$ cat config.mk
export PLATFORM = sky130hd
export DESIGN_NAME = prog_loader_flat
export DESIGN_NICKNAME = d
export VERILOG_FILES = /design/src/rtl/prog_loader_if.sv /design/src/rtl/prog_loader.sv /design/src/flat_wrapper.sv
export SDC_FILE = /design/constraint.sdc
export NUM_CORES = 1
export LEC_CHECK = 0
export CAP_MARGIN = 10
export CORE_MARGIN = 8
export CORE_UTILIZATION = 39
export DETAILED_ROUTE_END_ITERATION = 7
export GPL_TIMING_DRIVEN = 0
export PLACE_DENSITY = 0.66
export SKIP_LAST_GASP = 1
export SLEW_MARGIN = 40
export SYNTH_ARGS = -nofsm -noshare
export SYNTH_HDL_FRONTEND = slang
export SYNTH_SLANG_ARGS = --single-unit
$ cat constraint.sdc
create_clock -name PROG_LOADER_Clk_in -period 5.4 [get_ports PROG_LOADER_Clk_in]
set_input_delay 1.62 -clock PROG_LOADER_Clk_in [delete_from_list [all_inputs] [get_ports PROG_LOADER_Clk_in]]
set_output_delay 1.62 -clock PROG_LOADER_Clk_in [all_outputs]
set_load 0.02 [all_outputs]
$ cat src/rtl/prog_loader_if.sv
// Loader bus bundle: byte stream in, instruction-memory write port out,
// core reset and status flags out.
//   master : the loader (consumes the stream, drives memory/core/status)
//   slave  : the surrounding system (byte source, instruction memory, core)
interface prog_loader_if #(
  parameter int unsigned DATAWIDTH  = 32,
  parameter int unsigned ADDR_WIDTH = 10
) ();
  logic                  PROG_LOADER_Start_in;
  logic                  PROG_LOADER_Byte_Valid_in;
  logic [7:0]            PROG_LOADER_Byte_InBUS;
  logic                  PROG_LOADER_Byte_Ready_out;
  logic                  PROG_LOADER_Mem_We_out;
  logic [ADDR_WIDTH-1:0] PROG_LOADER_Mem_Addr_OutBUS;
  logic [DATAWIDTH-1:0]  PROG_LOADER_Mem_Data_OutBUS;
  logic                  PROG_LOADER_Core_Reset_out;
  logic                  PROG_LOADER_Done_out;
  logic                  PROG_LOADER_Error_out;

  modport master (
    input  PROG_LOADER_Start_in, PROG_LOADER_Byte_Valid_in, PROG_LOADER_Byte_InBUS,
    output PROG_LOADER_Byte_Ready_out, PROG_LOADER_Mem_We_out,
           PROG_LOADER_Mem_Addr_OutBUS, PROG_LOADER_Mem_Data_OutBUS,
           PROG_LOADER_Core_Reset_out, PROG_LOADER_Done_out, PROG_LOADER_Error_out
  );

  modport slave (
    output PROG_LOADER_Start_in, PROG_LOADER_Byte_Valid_in, PROG_LOADER_Byte_InBUS,
    input  PROG_LOADER_Byte_Ready_out, PROG_LOADER_Mem_We_out,
           PROG_LOADER_Mem_Addr_OutBUS, PROG_LOADER_Mem_Data_OutBUS,
           PROG_LOADER_Core_Reset_out, PROG_LOADER_Done_out, PROG_LOADER_Error_out
  );
endinterface

$ cat src/rtl/prog_loader.sv
// Program loader: parses a little-endian byte stream (word count, words,
// XOR checksum), writes the words into instruction memory and releases the
// core from reset only after the checksum matches.
// Ports:
//   PROG_LOADER_Clk_in    - system clock, rising edge
//   PROG_LOADER_Reset_in  - asynchronous active-low reset
//   bus (master)          - stream input, memory write port, core reset, Done/Error
module prog_loader #(
  parameter int unsigned DATAWIDTH  = 32,
  parameter int unsigned ADDR_WIDTH = 10
) (
  input  logic           PROG_LOADER_Clk_in,
  input  logic           PROG_LOADER_Reset_in,
  prog_loader_if.master  bus
);
  localparam int unsigned DW    = DATAWIDTH;
  localparam int unsigned AW    = ADDR_WIDTH;
  localparam int unsigned DEPTH = 1 << ADDR_WIDTH;

  typedef enum logic [2:0] {S_HDR, S_DATA, S_CHK, S_RUN, S_ERR} state_t;

  state_t         state_q, state_d;
  logic [1:0]     byte_cnt_q, byte_cnt_d;
  logic [AW-1:0]  word_idx_q, word_idx_d;
  logic [7:0]     xor_q, xor_d;
  logic [31:0]    count_q, count_d;
  logic [23:0]    asm_q, asm_d;
  logic           we_q, we_d;
  logic [AW-1:0]  addr_q, addr_d;
  logic [DW-1:0]  data_q, data_d;
  logic           ready_q, ready_d;
  logic           core_rst_q, core_rst_d;
  logic           done_q, done_d;
  logic           err_q, err_d;

  logic           accept;
  logic [7:0]     in_byte;
  logic [31:0]    count_full;

  assign in_byte    = bus.PROG_LOADER_Byte_InBUS;
  assign accept     = bus.PROG_LOADER_Byte_Valid_in & ready_q;
  // Count with the current byte placed on top; complete on the 4th header byte.
  assign count_full = {in_byte, count_q[31:8]};

  // Next-state and output logic
  always_comb begin
    state_d    = state_q;
    byte_cnt_d = byte_cnt_q;
    word_idx_d = word_idx_q;
    xor_d      = xor_q;
    count_d    = count_q;
    asm_d      = asm_q;
    we_d       = 1'b0;
    addr_d     = addr_q;
    data_d     = data_q;

    case (state_q)
      S_HDR: begin
        if (accept) begin
          xor_d      = xor_q ^ in_byte;
          count_d    = count_full;
          byte_cnt_d = byte_cnt_q + 2'd1;
          if (byte_cnt_q == 2'd3) begin
            if (count_full == 32'd0 || count_full > 32'(DEPTH)) state_d = S_ERR;
            else                                                state_d = S_DATA;
          end
        end
      end
      S_DATA: begin
        if (accept) begin
          xor_d      = xor_q ^ in_byte;
          asm_d      = {in_byte, asm_q[23:8]};
          byte_cnt_d = byte_cnt_q + 2'd1;
          if (byte_cnt_q == 2'd3) begin
            we_d       = 1'b1;
            addr_d     = word_idx_q;
            data_d     = DW'({in_byte, asm_q});
            word_idx_d = word_idx_q + AW'(1);
            if (32'(word_idx_q) == count_q - 32'd1) state_d = S_CHK;
          end
        end
      end
      S_CHK: begin
        if (accept) begin
          if (in_byte == xor_q) state_d = S_RUN;
          else                  state_d = S_ERR;
        end
      end
      S_RUN, S_ERR: begin
        if (bus.PROG_LOADER_Start_in) begin
          state_d    = S_HDR;
          byte_cnt_d = 2'd0;
          word_idx_d = '0;
          xor_d      = 8'd0;
          count_d    = 32'd0;
          asm_d      = 24'd0;
        end
      end
      default: state_d = S_HDR;
    endcase

    // Status flags follow the state being entered so they appear one cycle
    // after the deciding byte or Start.
    ready_d    = (state_d == S_HDR) || (state_d == S_DATA) || (state_d == S_CHK);
    core_rst_d = (state_d == S_RUN);
    done_d     = (state_d == S_RUN);
    err_d      = (state_d == S_ERR);
  end

  // State and output registers
  always_ff @(posedge PROG_LOADER_Clk_in or negedge PROG_LOADER_Reset_in) begin
    if (!PROG_LOADER_Reset_in) begin
      state_q    <= S_HDR;
      byte_cnt_q <= 2'd0;
      word_idx_q <= '0;
      xor_q      <= 8'd0;
      count_q    <= 32'd0;
      asm_q      <= 24'd0;
      we_q       <= 1'b0;
      addr_q     <= '0;
      data_q     <= '0;
      ready_q    <= 1'b1;
      core_rst_q <= 1'b0;
      done_q     <= 1'b0;
      err_q      <= 1'b0;
    end else begin
      state_q    <= state_d;
      byte_cnt_q <= byte_cnt_d;
      word_idx_q <= word_idx_d;
      xor_q      <= xor_d;
      count_q    <= count_d;
      asm_q      <= asm_d;
      we_q       <= we_d;
      addr_q     <= addr_d;
      data_q     <= data_d;
      ready_q    <= ready_d;
      core_rst_q <= core_rst_d;
      done_q     <= done_d;
      err_q      <= err_d;
    end
  end

  assign bus.PROG_LOADER_Byte_Ready_out  = ready_q;
  assign bus.PROG_LOADER_Mem_We_out      = we_q;
  assign bus.PROG_LOADER_Mem_Addr_OutBUS = addr_q;
  assign bus.PROG_LOADER_Mem_Data_OutBUS = data_q;
  assign bus.PROG_LOADER_Core_Reset_out  = core_rst_q;
  assign bus.PROG_LOADER_Done_out        = done_q;
  assign bus.PROG_LOADER_Error_out       = err_q;
endmodule

$ cat src/flat_wrapper.sv
// flat-port wrapper written by rule: the top's interface ports become plain ports
module prog_loader_flat 
#(
  parameter int unsigned DATAWIDTH  = 32,
  parameter int unsigned ADDR_WIDTH = 10
)
  (PROG_LOADER_Clk_in, PROG_LOADER_Reset_in, bus_PROG_LOADER_Start_in, bus_PROG_LOADER_Byte_Valid_in, bus_PROG_LOADER_Byte_InBUS, bus_PROG_LOADER_Byte_Ready_out, bus_PROG_LOADER_Mem_We_out, bus_PROG_LOADER_Mem_Addr_OutBUS, bus_PROG_LOADER_Mem_Data_OutBUS, bus_PROG_LOADER_Core_Reset_out, bus_PROG_LOADER_Done_out, bus_PROG_LOADER_Error_out);
  prog_loader_if #(.DATAWIDTH(DATAWIDTH), .ADDR_WIDTH(ADDR_WIDTH)) bus_i ();
  input  logic PROG_LOADER_Clk_in;
  input  logic PROG_LOADER_Reset_in;
  input wire logic [$bits(bus_i.PROG_LOADER_Start_in)-1:0] bus_PROG_LOADER_Start_in;
  input wire logic [$bits(bus_i.PROG_LOADER_Byte_Valid_in)-1:0] bus_PROG_LOADER_Byte_Valid_in;
  input wire logic [$bits(bus_i.PROG_LOADER_Byte_InBUS)-1:0] bus_PROG_LOADER_Byte_InBUS;
  output wire logic [$bits(bus_i.PROG_LOADER_Byte_Ready_out)-1:0] bus_PROG_LOADER_Byte_Ready_out;
  output wire logic [$bits(bus_i.PROG_LOADER_Mem_We_out)-1:0] bus_PROG_LOADER_Mem_We_out;
  output wire logic [$bits(bus_i.PROG_LOADER_Mem_Addr_OutBUS)-1:0] bus_PROG_LOADER_Mem_Addr_OutBUS;
  output wire logic [$bits(bus_i.PROG_LOADER_Mem_Data_OutBUS)-1:0] bus_PROG_LOADER_Mem_Data_OutBUS;
  output wire logic [$bits(bus_i.PROG_LOADER_Core_Reset_out)-1:0] bus_PROG_LOADER_Core_Reset_out;
  output wire logic [$bits(bus_i.PROG_LOADER_Done_out)-1:0] bus_PROG_LOADER_Done_out;
  output wire logic [$bits(bus_i.PROG_LOADER_Error_out)-1:0] bus_PROG_LOADER_Error_out;
  assign bus_i.PROG_LOADER_Start_in = bus_PROG_LOADER_Start_in;
  assign bus_i.PROG_LOADER_Byte_Valid_in = bus_PROG_LOADER_Byte_Valid_in;
  assign bus_i.PROG_LOADER_Byte_InBUS = bus_PROG_LOADER_Byte_InBUS;
  assign bus_PROG_LOADER_Byte_Ready_out = bus_i.PROG_LOADER_Byte_Ready_out;
  assign bus_PROG_LOADER_Mem_We_out = bus_i.PROG_LOADER_Mem_We_out;
  assign bus_PROG_LOADER_Mem_Addr_OutBUS = bus_i.PROG_LOADER_Mem_Addr_OutBUS;
  assign bus_PROG_LOADER_Mem_Data_OutBUS = bus_i.PROG_LOADER_Mem_Data_OutBUS;
  assign bus_PROG_LOADER_Core_Reset_out = bus_i.PROG_LOADER_Core_Reset_out;
  assign bus_PROG_LOADER_Done_out = bus_i.PROG_LOADER_Done_out;
  assign bus_PROG_LOADER_Error_out = bus_i.PROG_LOADER_Error_out;
  prog_loader #(.DATAWIDTH(DATAWIDTH), .ADDR_WIDTH(ADDR_WIDTH)) u_core (.PROG_LOADER_Clk_in(PROG_LOADER_Clk_in), .PROG_LOADER_Reset_in(PROG_LOADER_Reset_in), .bus(bus_i));
endmodule
==> results of run 1 <==
==> per-stage QoR <==
step / area [µm²] / setup WS (ns) / setup TNS [ns] / util
finish: 7260 / 1.68 / 0 / 0.498
global route: 7260 / 1.54 / 0 / 0.498
CTS: 7260 / 1.66 / 0 / 0.498
detailed placement: 6690 / 1.27 / 0 / 0.459
global placement: 6660 / -2.02 / -250.19 / 0.456
floorplan: 5850 / 2.54 / 0 / -
==> cell usage in the layout (no fill, tap or decap), types with 3 or more instances in the layout <==
cell,synthesis,layout
nand2_1,265,265
dfrtp_1,124,124
o21ai_0,64,64
clkdlybuf4s50_1,0,57
clkbuf_1,33,37
nand3_1,35,35
nor2_1,27,27
clkbuf_16,0,17
xnor2_1,13,13
nor3_1,10,10
nand4_1,9,9
xor2_1,9,9
nor4_1,9,9
a21oi_1,8,8
o31ai_1,7,7
or3_1,6,6
inv_1,6,6
a31oi_1,5,5
or4_1,5,5
buf_1,4,4
and2_1,4,4
and3_1,3,3
nor3b_1,3,3
ha_1,3,3
clkinvlp_4,0,3
clkinv_4,0,3
==> final timing paths <==
kind / from / cells after the start / slack, ns / endpoint
worst max-delay path: bus_PROG_LOADER_Byte_Valid_in / 8 / 1.68 / u_core.bus.PROG_LOADER_Mem_Data_OutBUS[22]
worst min-delay path: u_core.bus.PROG_LOADER_Mem_Addr_OutBUS[3] / 2 / 0.47 / u_core.bus.PROG_LOADER_Mem_Addr_OutBUS[3]
worst max register to register: u_core.count_q[0] / 8 / 2.10 / u_core.state_q[1]
worst min register to register: u_core.bus.PROG_LOADER_Mem_Addr_OutBUS[3] / 2 / 0.47 / u_core.bus.PROG_LOADER_Mem_Addr_OutBUS[3]
max in group asynchronous: PROG_LOADER_Reset_in / 2 / 3.54 / u_core.bus.PROG_LOADER_Byte_Ready_out
min in group asynchronous: PROG_LOADER_Reset_in / 1 / 1.14 / u_core.bus.PROG_LOADER_Mem_Addr_OutBUS[8]
==> cell type report <==
class / count / area share
Inverter: 6 / 0.00310
Clock inverter: 10 / 0.0164
Tap cell: 184 / 0.0317
Multi-Input combinational cell: 518 / 0.349
Sequential cell: 125 / 0.431
Timing Repair Buffer: 59 / 0.0844
Buffer: 40 / 0.0224
Clock buffer: 22 / 0.0625
==> cell families (layout without fill, tap and decap cells) <==
| logic type | Yosys count | in the layout |
|---|---|---|
| multiplexers | 2 | 2 |
| adder cells (fa/ha/maj) | 3 | 3 |
| flip-flops | 125 | 125 |
| AND/OR/NAND/NOR | 389 | 389 |
| XOR/XNOR | 22 | 22 |
| buffers and inverters | 46 | 137 |
| AO/OA/AOI/OAI | 102 | 102 |
==> state kept, by name (all words and copies together), names as in the netlist <==
register and cells:
u_core.bus.PROG_LOADER_Error_out 1, u_core.count_q 32, u_core.bus.PROG_LOADER_Core_Reset_out 1, u_core.bus.PROG_LOADER_Byte_Ready_out 1, u_core.xor_q 8, u_core.asm_q 24, u_core.word_idx_q 10, u_core.bus.PROG_LOADER_Mem_Data_OutBUS 32
u_core.bus.PROG_LOADER_Mem_Addr_OutBUS 10, u_core.state_q 3, u_core.bus.PROG_LOADER_Mem_We_out 1, u_core.byte_cnt_q 2
==> worst reg2reg max path: stages (launching register included) <==
cell and delay, ns:
dfrtp_1 0.35, clkbuf_1 0.24, nor4_1 0.61, nand2_1 0.33, or4_1 0.48, a221oi_1 0.37
nand4_1 0.19, nor4_1 0.50, or3_1 0.18
==> metal layers <==
metal,GRT usage,vias up,routed length (µm)
li1,-,2468,-
met1,0.208,2451,7230
met2,0.254,167,7300
met3,0.0455,28,876
met4,0.0641,0,289
met5,0,-,0
==> power by group through the flow <==
stage | Combinational (mW) | Clock (mW) | Sequential [mW]
global route | 1.06 | 1.17 | 1.31
detailed placement | 0.964 | 0 | 1.30
global placement | 0.951 | 0 | 1.30
CTS | 0.972 | 1.13 | 1.29
finish | 0.965 | 1.11 | 1.29
floorplan | 0.405 | 0 | 1.42
==> flow_metrics.py, run 1 <==
metrics = {
    "setup_path": {
        "cp_slowest_cell": "clkdlybuf4s50_1",
        "crit_chain": "clkdlybuf4s50_1 > and3_1 > nand2_1 > inv_1 > clkbuf_1 > buf_1 > nand2_1 > nand2_1",
        "path_buf_inv": 4,
        "cp_data_arrival_time_ns": 4.08,
        "cp-start-kind": "input port",
        "cp_top_family": "buffers and inverters",
        "crit_type": "input port to flop",
        "cp_slowest_stage_delay_ns": 0.54,
        "cp_common_cell": "nand2_1",
        "path_max_fanout": 10,
        "cp.required_ns": 5.76,
        "endpoint_kind": "flop",
    },
    "timing": {
        "period_minus_slack_ns": 3.72,
        "hold_violations": 0,
        "whs_ns": 0.470,
        "fin_skew_ns": 0.00710,
        "rsz0062_at_grt": "false",
        "max_freq_mhz": 269,
        "setup_viol": 0,
        "maxSlewHeadroom": 0.439,
        "final_max_slew_viol_count": 0,
        "tightest_slew_ns": 0.835,
        "final.period_utilization": 0.689,
    },
    "drt": {
        "via_count": 5114,
        "drcViolationCount": 0,
        "post_drt_wl_per_cell_um": 16.3,
        "ant_nets": 0,
        "dr.pass1.iters": 5,
        "wl_um": 15700,
        "vias_per_cell": 5.30,
        "drtIter0Drc": 481,
    },
    "cells_and_area": {
        "antenna_cells": 0,
        "fin_cells": 964,
        "multi_input_area_mm2": 0.00253,
        "seq_area_mm2": 0.00313,
        "drive_gt1_frac": 0.0487,
        "fillCellCount": 1327,
        "syn_to_final_growth_pct": 24.2,
        "nNetsFinal": 782,
    },
    "placed_design": {
        "hpwl_um": 11200,
        "place_congestion": 0.918,
        "port_buffers": 58,
        "placed_cells": 932,
    },
    "logic_synthesis": {
        "async_flop_share": 1.00,
        "synth_most_common_cell": "nand2_1",
        "yosysWarningCount": 0,
        "syn-instance-count": 689,
        "synth_compound_area_frac": 0.102,
        "synthAdderAreaFrac": 0.00642,
        "synth_simple_gate_area_frac": 0.289,
        "syn-num-nets": 704,
        "synth_cell_types": 52,
        "synth_top_family_by_area": "simple AND/OR/NAND/NOR gates",
        "ys_seq_elements": 125,
        "yosys.area.top_type": "dfrtp_1",
        "synth-edff-count": 0,
        "syn_area_per_cell_um2": 8.49,
        "synth_area_mm2": 0.00585,
        "synth-seq-area-share": 0.535,
        "synthFlopType": "dfrtp_1",
        "ys_top_cells_by_count": "265 x nand2_1, 124 x dfrtp_1, 64 x o21ai_0, 35 x nand3_1, 33 x clkbuf_1",
        "ys_top_cells_by_area": "dfrtp_1 53%, nand2_1 17%, o21ai_0 5.5%",
        "synthXorXnorAreaFrac": 0.0329,
        "synth_top_area_share": 0.531,
        "synthMuxAreaShare": 0.00342,
    },
    "run_status": {
        "status": "completed",
    },
    "cts": {
        "cts_tree": "yes",
        "cts_made_buffers": 17,
        "htree_levels": 4,
        "hold_buffers": 0,
        "ctsResizeCount": 0,
        "post_cts_buffers": 0,
        "clock_sinks": 125,
        "clk_latency_ns": 0.43,
        "cts_buffer_depth": 2,
        "path_clk_slew_ns": 0.06,
        "cts-root-buf": "clkbuf_16",
    },
    "pwr": {
        "clock_power_share": 0.329,
        "p_sw_mw": 1.12,
        "p_leak_nw": 3.46,
        "power.density_mw_per_mm2": 463,
        "p_comb_frac": 0.287,
        "switching_share": 0.334,
        "pwr-share-seq": 0.384,
        "total_power_mw": 3.36,
        "p_int_mw": 2.24,
        "peakVddDrop_v": 0.000272,
    },
    "floorplanning": {
        "fp.dieArea_mm2": 0.0192,
        "rows": 44,
        "io_pins": 59,
        "core_area_mm2": 0.0146,
        "start_util": 0.401,
        "die_height_um": 138,
        "die_w_um": 138,
    },
    "global_routing": {
        "grt_pass1_vias": 4913,
        "gr-total-overflow": 0,
        "grt_pass1_wl_um": 25300,
        "grt_max_degree": 65,
        "antenna_found_initial": 0,
        "grt_usage": 0.163,
    },
    "min_path": {
        "worstHoldPathType": "flop to flop",
    },
    "flow_run": {
        "drv_cap": 0,
    },
}
Note: power is estimated with default switching activity, not from simulation.
==> run 2: changes to the inputs <==
==> constraint.sdc (replaced) <==
create_clock -name PROG_LOADER_Clk_in -period 3.57 [get_ports PROG_LOADER_Clk_in]
set_input_delay 1.071 -clock PROG_LOADER_Clk_in [delete_from_list [all_inputs] [get_ports PROG_LOADER_Clk_in]]
set_output_delay 1.071 -clock PROG_LOADER_Clk_in [all_outputs]
set_load 0.02 [all_outputs]
==> results of run 2 <==
Same layout as run 1 (identical final DEF). Status: completed.
Main changes from that run: setup slack after placement 1.27 ns -> -0.0132 ns; setup slack after layout 1.68 ns -> 0.271 ns; start point of the critical path bus_PROG_LOADER_Byte_Valid_in -> u_core.count_q[0]; end point of the critical path u_core.bus.PROG_LOADER_Mem_Data_OutBUS[22] -> u_core.state_q[1]; register-to-register setup slack 2.10 ns -> 0.27 ns; total power 3.36 mW -> 5.09 mW; worst IR drop on VDD 0.000272 V -> 0.000412 V
==> run 3: changes to the inputs <==
--- a/config.mk
+++ b/config.mk
@@ -16,3 +16,4 @@
 export SYNTH_ARGS = -nofsm -noshare
 export SYNTH_HDL_FRONTEND = slang
 export SYNTH_SLANG_ARGS = --single-unit
+export TNS_END_PERCENT = 5
==> results of run 3 <==
Same layout as run 1 (identical final DEF). Status: completed.
Main changes from that run: setup slack after placement 1.27 ns -> -0.0132 ns; setup slack after layout 1.68 ns -> 0.271 ns; start point of the critical path bus_PROG_LOADER_Byte_Valid_in -> u_core.count_q[0]; end point of the critical path u_core.bus.PROG_LOADER_Mem_Data_OutBUS[22] -> u_core.state_q[1]; register-to-register setup slack 2.10 ns -> 0.27 ns; total power 3.36 mW -> 5.09 mW; worst IR drop on VDD 0.000272 V -> 0.000412 V
